===== config.mk =====
export PLATFORM = sky130hd
export DESIGN_NAME = serial_subtractor_8bits_flat
export DESIGN_NICKNAME = d
export VERILOG_FILES = /design/src/rtl/serial_subtractor_8bits_pkg.sv /design/src/rtl/serial_subtractor_8bits_if.sv /design/src/rtl/serial_subtractor_8bits_full_subtractor.sv /design/src/rtl/serial_subtractor_8bits.sv /design/src/flat_wrapper.sv
export SDC_FILE = /design/constraint.sdc
export NUM_CORES = 1
export LEC_CHECK = 0
export BUFFER_PORTS_ARGS = -buffer_cell sky130_fd_sc_hd__buf_2
export CORE_ASPECT_RATIO = 1.25
export CORE_UTILIZATION = 48
export CTS_CLUSTER_SIZE = 20
export DETAILED_ROUTE_END_ITERATION = 16
export PLACE_DENSITY = 0.74
export SYNTH_ARGS = -nofsm -noshare
export SYNTH_HDL_FRONTEND = slang
export SYNTH_SLANG_ARGS = --single-unit
export TNS_END_PERCENT = 5

===== constraint.sdc =====
create_clock -name clk -period 1.7 [get_ports clk]
set_input_delay 0.255 -clock clk [delete_from_list [all_inputs] [get_ports clk]]
set_output_delay 0.255 -clock clk [all_outputs]
set_load 0.02 [all_outputs]

===== src/rtl/serial_subtractor_8bits_pkg.sv =====
// Shared constants for the bit-serial subtractor: FSM encoding, default width
// and the signed-overflow helper used when the final result bit is produced.
package serial_subtractor_8bits_pkg;

   localparam int DATA_W = 8;

   typedef enum logic [1:0] {
      ST_IDLE  = 2'd0,
      ST_SHIFT = 2'd1,
      ST_DONE  = 2'd2
   } state_e;

   // Overflow when operand signs differ and the result sign differs from A.
   function automatic logic signed_ovf(input logic a_msb,
                                       input logic b_msb,
                                       input logic d_msb);
      return (a_msb ^ b_msb) & (d_msb ^ a_msb);
   endfunction

endpackage


===== src/rtl/serial_subtractor_8bits_if.sv =====
// Request/result bundle of the serial subtractor; master drives operands and
// start, slave returns status and the registered result.
interface serial_subtractor_8bits_if
   import serial_subtractor_8bits_pkg::*;
#(
   parameter int WIDTH = DATA_W
);

   logic             start;
   logic [WIDTH-1:0] minuend;
   logic [WIDTH-1:0] subtrahend;
   logic             borrow_in;
   logic             busy;
   logic             done;
   logic [WIDTH-1:0] difference;
   logic             borrow_out;
   logic             overflow;

   modport master (
      output start, minuend, subtrahend, borrow_in,
      input  busy, done, difference, borrow_out, overflow
   );

   modport slave (
      input  start, minuend, subtrahend, borrow_in,
      output busy, done, difference, borrow_out, overflow
   );

endinterface


===== src/rtl/serial_subtractor_8bits_full_subtractor.sv =====
// Single-bit full subtractor cell: Diff = A - B - B_in, B_out is the borrow
// propagated to the next more significant bit.
module serial_subtractor_8bits_full_subtractor (
   input  logic A,
   input  logic B,
   input  logic B_in,
   output logic Diff,
   output logic B_out
);

   assign Diff  = A ^ B ^ B_in;
   assign B_out = (~A & B) | (~(A ^ B) & B_in);

endmodule


===== src/rtl/serial_subtractor_8bits.sv =====
// Bit-serial subtractor: LSB-first through one full-subtractor cell, one bit
// per clock, with a start/busy/done handshake and held registered results.
module serial_subtractor_8bits
   import serial_subtractor_8bits_pkg::*;
#(
   parameter int WIDTH = DATA_W
) (
   input  logic                     clk,
   input  logic                     rst_n,
   serial_subtractor_8bits_if.slave bus
);

   localparam int               CNT_W    = $clog2(WIDTH + 1);
   localparam logic [CNT_W-1:0] LAST_CNT = CNT_W'(WIDTH - 1);
   localparam logic [CNT_W-1:0] CNT_ONE  = CNT_W'(1);

   state_e           state_q, state_d;
   logic [CNT_W-1:0] cnt_q, cnt_d;
   logic [WIDTH-1:0] a_q, a_d;
   logic [WIDTH-1:0] b_q, b_d;
   logic [WIDTH-1:0] res_q, res_d;
   logic [WIDTH-1:0] diff_q, diff_d;
   logic             bw_q, bw_d;
   logic             bout_q, bout_d;
   logic             ovf_q, ovf_d;
   logic             busy_q, busy_d;
   logic             done_q, done_d;

   logic             cell_d_s;
   logic             cell_bw_s;
   logic             last_s;
   logic             accept_s;

   serial_subtractor_8bits_full_subtractor u_cell (
      .A     (a_q[0]),
      .B     (b_q[0]),
      .B_in  (bw_q),
      .Diff  (cell_d_s),
      .B_out (cell_bw_s)
   );

   assign last_s   = (state_q == ST_SHIFT) && (cnt_q == LAST_CNT);
   assign accept_s = bus.start && ((state_q == ST_IDLE) || (state_q == ST_DONE));

   // State register
   always_ff @(posedge clk) begin
      if (!rst_n) begin
         state_q <= ST_IDLE;
      end else begin
         state_q <= state_d;
      end
   end

   // Next-state logic
   always_comb begin
      state_d = state_q;
      case (state_q)
         ST_IDLE: begin
            if (bus.start) state_d = ST_SHIFT;
            else           state_d = ST_IDLE;
         end
         ST_SHIFT: begin
            if (last_s) state_d = ST_DONE;
            else        state_d = ST_SHIFT;
         end
         ST_DONE: begin
            if (bus.start) state_d = ST_SHIFT;
            else           state_d = ST_IDLE;
         end
         default: state_d = ST_IDLE;
      endcase
   end

   // Datapath and status next values
   always_comb begin
      cnt_d  = cnt_q;
      a_d    = a_q;
      b_d    = b_q;
      bw_d   = bw_q;
      res_d  = res_q;
      diff_d = diff_q;
      bout_d = bout_q;
      ovf_d  = ovf_q;
      case (state_q)
         ST_IDLE, ST_DONE: begin
            if (accept_s) begin
               a_d   = bus.minuend;
               b_d   = bus.subtrahend;
               bw_d  = bus.borrow_in;
               cnt_d = {CNT_W{1'b0}};
            end else begin
               cnt_d = cnt_q;
            end
         end
         ST_SHIFT: begin
            a_d   = {1'b0, a_q[WIDTH-1:1]};
            b_d   = {1'b0, b_q[WIDTH-1:1]};
            bw_d  = cell_bw_s;
            res_d = {cell_d_s, res_q[WIDTH-1:1]};
            cnt_d = cnt_q + CNT_ONE;
            // On the last bit the cell still sees the original operand MSBs.
            if (last_s) begin
               diff_d = {cell_d_s, res_q[WIDTH-1:1]};
               bout_d = cell_bw_s;
               ovf_d  = signed_ovf(a_q[0], b_q[0], cell_d_s);
            end else begin
               diff_d = diff_q;
            end
         end
         default: begin
            cnt_d = {CNT_W{1'b0}};
         end
      endcase
      busy_d = (state_d == ST_SHIFT);
      done_d = (state_d == ST_DONE);
   end

   // Datapath and output registers
   always_ff @(posedge clk) begin
      if (!rst_n) begin
         cnt_q  <= {CNT_W{1'b0}};
         a_q    <= {WIDTH{1'b0}};
         b_q    <= {WIDTH{1'b0}};
         bw_q   <= 1'b0;
         res_q  <= {WIDTH{1'b0}};
         diff_q <= {WIDTH{1'b0}};
         bout_q <= 1'b0;
         ovf_q  <= 1'b0;
         busy_q <= 1'b0;
         done_q <= 1'b0;
      end else begin
         cnt_q  <= cnt_d;
         a_q    <= a_d;
         b_q    <= b_d;
         bw_q   <= bw_d;
         res_q  <= res_d;
         diff_q <= diff_d;
         bout_q <= bout_d;
         ovf_q  <= ovf_d;
         busy_q <= busy_d;
         done_q <= done_d;
      end
   end

   assign bus.busy       = busy_q;
   assign bus.done       = done_q;
   assign bus.difference = diff_q;
   assign bus.borrow_out = bout_q;
   assign bus.overflow   = ovf_q;

endmodule


===== src/flat_wrapper.sv =====
// flat-port wrapper written by rule: the top's interface ports become plain ports
module serial_subtractor_8bits_flat import serial_subtractor_8bits_pkg::*;
#(
   parameter int WIDTH = DATA_W
)
  (clk, rst_n, bus_start, bus_minuend, bus_subtrahend, bus_borrow_in, bus_busy, bus_done, bus_difference, bus_borrow_out, bus_overflow);
  serial_subtractor_8bits_if #(.WIDTH(WIDTH)) bus_i ();
  input  logic clk;
  input  logic rst_n;
  input wire logic [$bits(bus_i.start)-1:0] bus_start;
  input wire logic [$bits(bus_i.minuend)-1:0] bus_minuend;
  input wire logic [$bits(bus_i.subtrahend)-1:0] bus_subtrahend;
  input wire logic [$bits(bus_i.borrow_in)-1:0] bus_borrow_in;
  output wire logic [$bits(bus_i.busy)-1:0] bus_busy;
  output wire logic [$bits(bus_i.done)-1:0] bus_done;
  output wire logic [$bits(bus_i.difference)-1:0] bus_difference;
  output wire logic [$bits(bus_i.borrow_out)-1:0] bus_borrow_out;
  output wire logic [$bits(bus_i.overflow)-1:0] bus_overflow;
  assign bus_i.start = bus_start;
  assign bus_i.minuend = bus_minuend;
  assign bus_i.subtrahend = bus_subtrahend;
  assign bus_i.borrow_in = bus_borrow_in;
  assign bus_busy = bus_i.busy;
  assign bus_done = bus_i.done;
  assign bus_difference = bus_i.difference;
  assign bus_borrow_out = bus_i.borrow_out;
  assign bus_overflow = bus_i.overflow;
  serial_subtractor_8bits #(.WIDTH(WIDTH)) u_core (.clk(clk), .rst_n(rst_n), .bus(bus_i));
endmodule

* Word level (Yosys, flattened, before mapping) *
Cells that the tools add are included.

operators by class
  reduce and logical (&&, ||, !) cells = 8
  multiplexer cells = 11
  equal/unequal tests = 6
  add/subtract/negate cells = 1
  bitwise gates (word level) = 9

operators by type and width
  cell                                                              count
  8-bit one-hot mux with 2 select lines                             2
  8-bit two-way mux                                                 2
  4-bit one-hot mux with 2 select lines                             1
  4-bit by 1-bit adder with 4-bit output (second input constant)    1
  2-bit by 1-bit == test with 1-bit output (second input constant)  2
  2-bit == test (second input constant)                             2
  4-bit by 3-bit == test with 1-bit output (second input constant)  1
  4-bit two-way mux                                                 1
  2-bit one-hot mux with 2 select lines                             1
  2-bit AND reduction                                               2
  1-bit bitwise AND                                                 3
  1-bit bitwise XOR                                                 3
  1-bit logical AND                                                 2
  2-bit zero test                                                   1
  1-bit two-way mux                                                 2
  2-bit two-way mux                                                 1
  2-bit by 1-bit != test with 1-bit output (second input constant)  1
  1-bit inverter                                                    2
  1-bit one-hot mux with 2 select lines                             1
  2-bit nonzero test                                                1
  2-bit OR reduction                                                1
  1-bit logical OR                                                  1
  1-bit bitwise OR                                                  1

word-level totals
  bits of input ports = 20
  logic and storage cells = 46
  register bits after elaboration = 43

* Longest topological paths before layout *
  depth in word-level cells = 5
  gate-level depth with buffers = 5

* Modules after synthesis *
From an unflattened synthesis, not the netlist that was laid out.

unflattened totals
  cells, all modules = 192
  area, all modules = 1686.6 um2

by module, submodules not included
  module                                   sequential area each (um2)  cells each  area each (um2)  times used
  serial_subtractor_8bits                  840.8                       188         1655.3           1
  serial_subtractor_8bits_full_subtractor  0.0                         4           31.3             1

* Worst setup path before layout *
Ideal clock, no wire load.

  path kind = reg2reg
  from = reg u_core.a_q[0]
  to = reg u_core.ovf_q (netlist: u_core.bus.overflow)
  path buffers = 0
  cell stages (with the launch flop) = 6
  arrival time = 1590 ps
  setup slack = 39 ps
  data required time = 1630 ps
  clock period less this slack = 1661 ps
  path through = dfxtp_1 -> inv_1 -> fa_1 -> xor2_1 -> or4_1 -> a21oi_1

on the way
  word-level cells in the longest chain between the ends = 4

ends and longest elaborated chain
  element                 RTL line                                                                          source
  start, declared         serial_subtractor_8bits.sv:19                                                     logic [WIDTH-1:0] a_q, a_d;
  start signal, assigned  serial_subtractor_8bits.sv:122                                                    a_q <= {WIDTH{1'b0}};
  1-bit bitwise XOR       serial_subtractor_8bits_pkg.sv:17, serial_subtractor_8bits_full_subtractor.sv:11
  1-bit bitwise XOR       serial_subtractor_8bits_full_subtractor.sv:11                                     assign Diff = A ^ B ^ B_in;
  1-bit bitwise XOR       serial_subtractor_8bits_pkg.sv:17                                                 return (a_msb ^ b_msb) & (d_msb ^ a_msb);
  1-bit bitwise AND (*)   serial_subtractor_8bits_pkg.sv:17
  end signal, assigned    serial_subtractor_8bits.sv:139                                                    ovf_q <= ovf_d;
  end, declared           serial_subtractor_8bits.sv:25                                                     logic ovf_q, ovf_d;

Every way passes the cells marked *; elsewhere a longest branch is shown, timed or not.
A chain may end at the register's enable or synchronous reset.

* Worst setup path after layout *
Ends and elaborated chain as after synthesis.

==> impl_metrics.toml <==
[outcome]
outcome = "completed"

[worst_hold_path]
hp-start = "bus_minuend[7]"
hold_class = "input pin to flip-flop"
hold_depth = 3

[detailed_routing]
viasPerCell = 5.44
postRouteAntennaNets = 0
wl_um = 3160
vias = 1414
drtIter0Drc = 35
drt_first_pass_iters = 4
drc = 0
routedWlPerCell_um = 12.1

[pwr]
p_sw_w = 0.000482
ir_drop_v = 0.000751
internal-power_w = 0.00159
power.share.clock_pct = 36.7
switching_share_pct = 23.3
power_density_mw_per_mm2 = 1020
power_frac_seq_pct = 51.3
p_comb_share_pct = 11.9
leakage_nw = 0.813

[placed_design]
place.gp.congestion = 0.674
dp_slack_ns = 0.0479
hpwl_um = 2230
place_inst = 252
port_buffers = 31

[global_routing]
track_usage_pct = 19.6
antenna_found_initial = 0
grt_pass1_wl_um = 5110
grt_pass1_vias = 1226
grt_start_max_net_pins = 27
grt_overflow = 0

[clock_network]
clk_pin_slew_worst_paths_ns = 0.08
root_buffer = "clkbuf_8"
cts_buffers = 5
postCtsSetupRepairBufs = 0
cts_buffer_depth = 2
h-tree-depth = 2
cts_tree = "yes"
post_cts_resized = 0
clk_latency_ns = 0.29
clock_sinks = 42

[setup_path]
critPathSlowestCell = "fa_1"
timing.rr.end = "u_core.bus.overflow"
critical_path_class = "flip-flop to flip-flop"
regToRegSetupSlack_ns = 0.08
max_stage_delay_ns = 0.47
critical-path-top-delay-family = "adder cells"
r2r_start = "u_core.a_q[0]"
crit_cells = 5
cp.required_ns = 1.93
crit_path_end = "u_core.bus.overflow"
crit_start = "u_core.a_q[0]"
crit_chain = "inv_1 -> fa_1 -> xor2_1 -> or4_1 -> a21oi_1"
ff2ff_path_depth = 5
critPathCaptureType = "flip-flop"
critPathBufInv = 1
cp-start-kind = "flip-flop"
arrival_ns = 1.85
worstPathMaxFanout = 2

[timing]
finalSetupViolations = 0
timing.setup.tns_ns = 0
setup_ws_ns = 0.0800
final.period_utilization_pct = 95.3
hold_violations = 0
rsz0062_at_grt = "false"
maxSlewHeadroom_pct = 80.9
slew_viol_final = 0
fmax_mhz = 617
period_needed_ns = 1.62
worst_pin_slew_ns = 0.286
skew_ns = 0.00530

[cells_and_area]
final_cells = 260
synthToLayoutAreaGrowth_pct = 20.8
nets = 245
diodes = 0
drive_gt1_share_pct = 22.9

[logic_synthesis]
avgSynthCellArea_um2 = 8.97
yosysTopAreaCellShare_pct = 50.1
yosysWarningCount = 0
netlist_area_mm2 = 0.00168
synth-seq-cells = 42
postSynthCellCount = 187
ys_top_cells_by_area = "dfxtp_1 (50%), a21oi_1 (11%), mux2i_1 (9.5%)"
syn_nets = 210
synth.largest_area_cell = "dfxtp_1"
synth.distinct_cells = 26
ys_seq_area_share_pct = 50.1

[floorplan]
die_w_um = 54.9
core-area_mm2 = 0.00328
die_y_um = 68.1
start_util_pct = 51.1
fp-row-count = 23
io_pins = 32
dieArea_mm2 = 0.00374

[flow_run]
cap_violations = 0
## cell usage in the layout (no fill, tap or decap)
master / netlist / final
dfxtp_1: 42 / 42
a21oi_1: 36 / 36
buf_2: 6 / 31
o21ai_0: 25 / 25
mux2i_1: 16 / 16
nand2_1: 15 / 15
nand3_1: 10 / 10
buf_4: 0 / 10
nor2_1: 6 / 6
clkbuf_8: 0 / 5
nand3b_1: 4 / 4
nor3_1: 2 / 2
nor3b_1: 2 / 2
ha_1: 2 / 2
inv_1: 1 / 1
nor2b_1: 2 / 1
nand2b_2: 1 / 1
clkinv_1: 1 / 1
nor2b_2: 0 / 1
and3b_1: 1 / 1
a311oi_1: 1 / 1
a211oi_1: 1 / 1
or3_1: 1 / 1
a31oi_1: 1 / 1
xor2_1: 1 / 1
or4_1: 1 / 1
fa_1: 1 / 1
bufinv_16: 0 / 1
clkinvlp_4: 0 / 1
clkbuf_1: 6 / 1
buf_12: 0 / 1
## metrics by stage
stage	utilization (%)	hold WS, ns	cell area, um2	power, W
final	61.8	0.193	2030	0.00207
after floorplan	-	0.391	1680	0.00124
after detailed placement	58.4	0.456	1920	0.00133
after CTS	61.8	0.184	2030	0.00210
after global placement	58.4	0.446	1920	0.00133
after global routing	61.8	0.194	2030	0.00217
## power groups by stage
stage / combinational, W / clock, W / sequential [W]
4_1_cts: 0.000251 / 0.000790 / 0.00106
5_1_grt: 0.000274 / 0.000832 / 0.00107
3_3_place_gp: 0.000245 / 0 / 0.00108
6_report: 0.000247 / 0.000759 / 0.00106
3_5_place_dp: 0.000249 / 0 / 0.00108
2_1_floorplan: 0.000162 / 0 / 0.00108
## worst min path at each step
| stage | slack, ns | to |
|---|---|---|
| detailed placement | 0.46 | u_core.res_q[1] |
| global placement | 0.45 | u_core.res_q[1] |
| CTS | 0.18 | u_core.a_q[7] |
| finish | 0.19 | u_core.a_q[7] |
| global route | 0.19 | u_core.b_q[7] |
| floorplan | 0.39 | u_core.a_q[7] |
## tightest hold or removal path, delay by kind of cell
| family | cells | cell delay (ns) |
|---|---|---|
| buffers and inverters | 1 | 0.10 |
| AND/OR/NAND/NOR | 1 | 0.05 |
| AO/OA/AOI/OAI | 1 | 0.05 |
## layer usage
layer	share of wire (%)	track usage, %	wire length, um
met1	42	20.8	1320
met2	51	31.5	1610
met3	4.7	7.56	148
met4	2.6	12.5	83
met5	0	0	0
## sequential cells by signal, indices dropped and copies added, names as in the netlist
register               count
u_core.res_q               7
u_core.bus.overflow        1
u_core.bus.done            1
u_core.state_q             2
u_core.bw_q                1
u_core.cnt_q               4
u_core.b_q                 8
u_core.bus.borrow_out      1
u_core.bus.difference      8
u_core.bus.busy            1
u_core.a_q                 8
## what timing repair did
item / 4_1_cts / 5_1_grt
hold buffers: 0 / 0
hold endpoints to repair: 0 / 0
setup endpoints to repair: 0 / 1
## layout make-up
cell class / instances / area (um2)
Clock buffer: 6 / 72.6
Clock inverter: 2 / 37.5
Fill cell: 320 / 1250
Inverter: 2 / 7.51
Multi-Input combinational cell: 129 / 772
Sequential cell: 42 / 841
Tap cell: 37 / 46.3
Timing Repair Buffer: 42 / 250
## Yosys cell counts
cell type	n
mux2i_1	16
a311oi_1	1
o21ai_0	25
nand3_1	10
nor2b_1	2
or3_1	1
nand3b_1	4
buf_2	6
nor3_1	2
ha_1	2
nor3b_1	2
inv_1	1
a21oi_1	36
dfxtp_1	42
and3b_1	1
fa_1	1
xor2_1	1
clkbuf_1	6
nand2_1	15
a31oi_1	1
or4_1	1
buf_1	2
a211oi_1	1
nand2b_2	1
nor2_1	6
clkinv_1	1
## kinds of logic (layout without fill, tap and decap cells)
group,Yosys count,after routing,synth area share [%]
flip-flops,42,42,50.1
adder cells (fa/ha/maj),3,3,2.68
XOR/XNOR,1,1,0.522
AND/OR/NAND/NOR,45,45,13.6
buffers and inverters,16,52,4.03
AO/OA/AOI/OAI,64,64,19.5
multiplexers,16,16,9.54
Note: power is estimated with default switching activity, not from simulation.
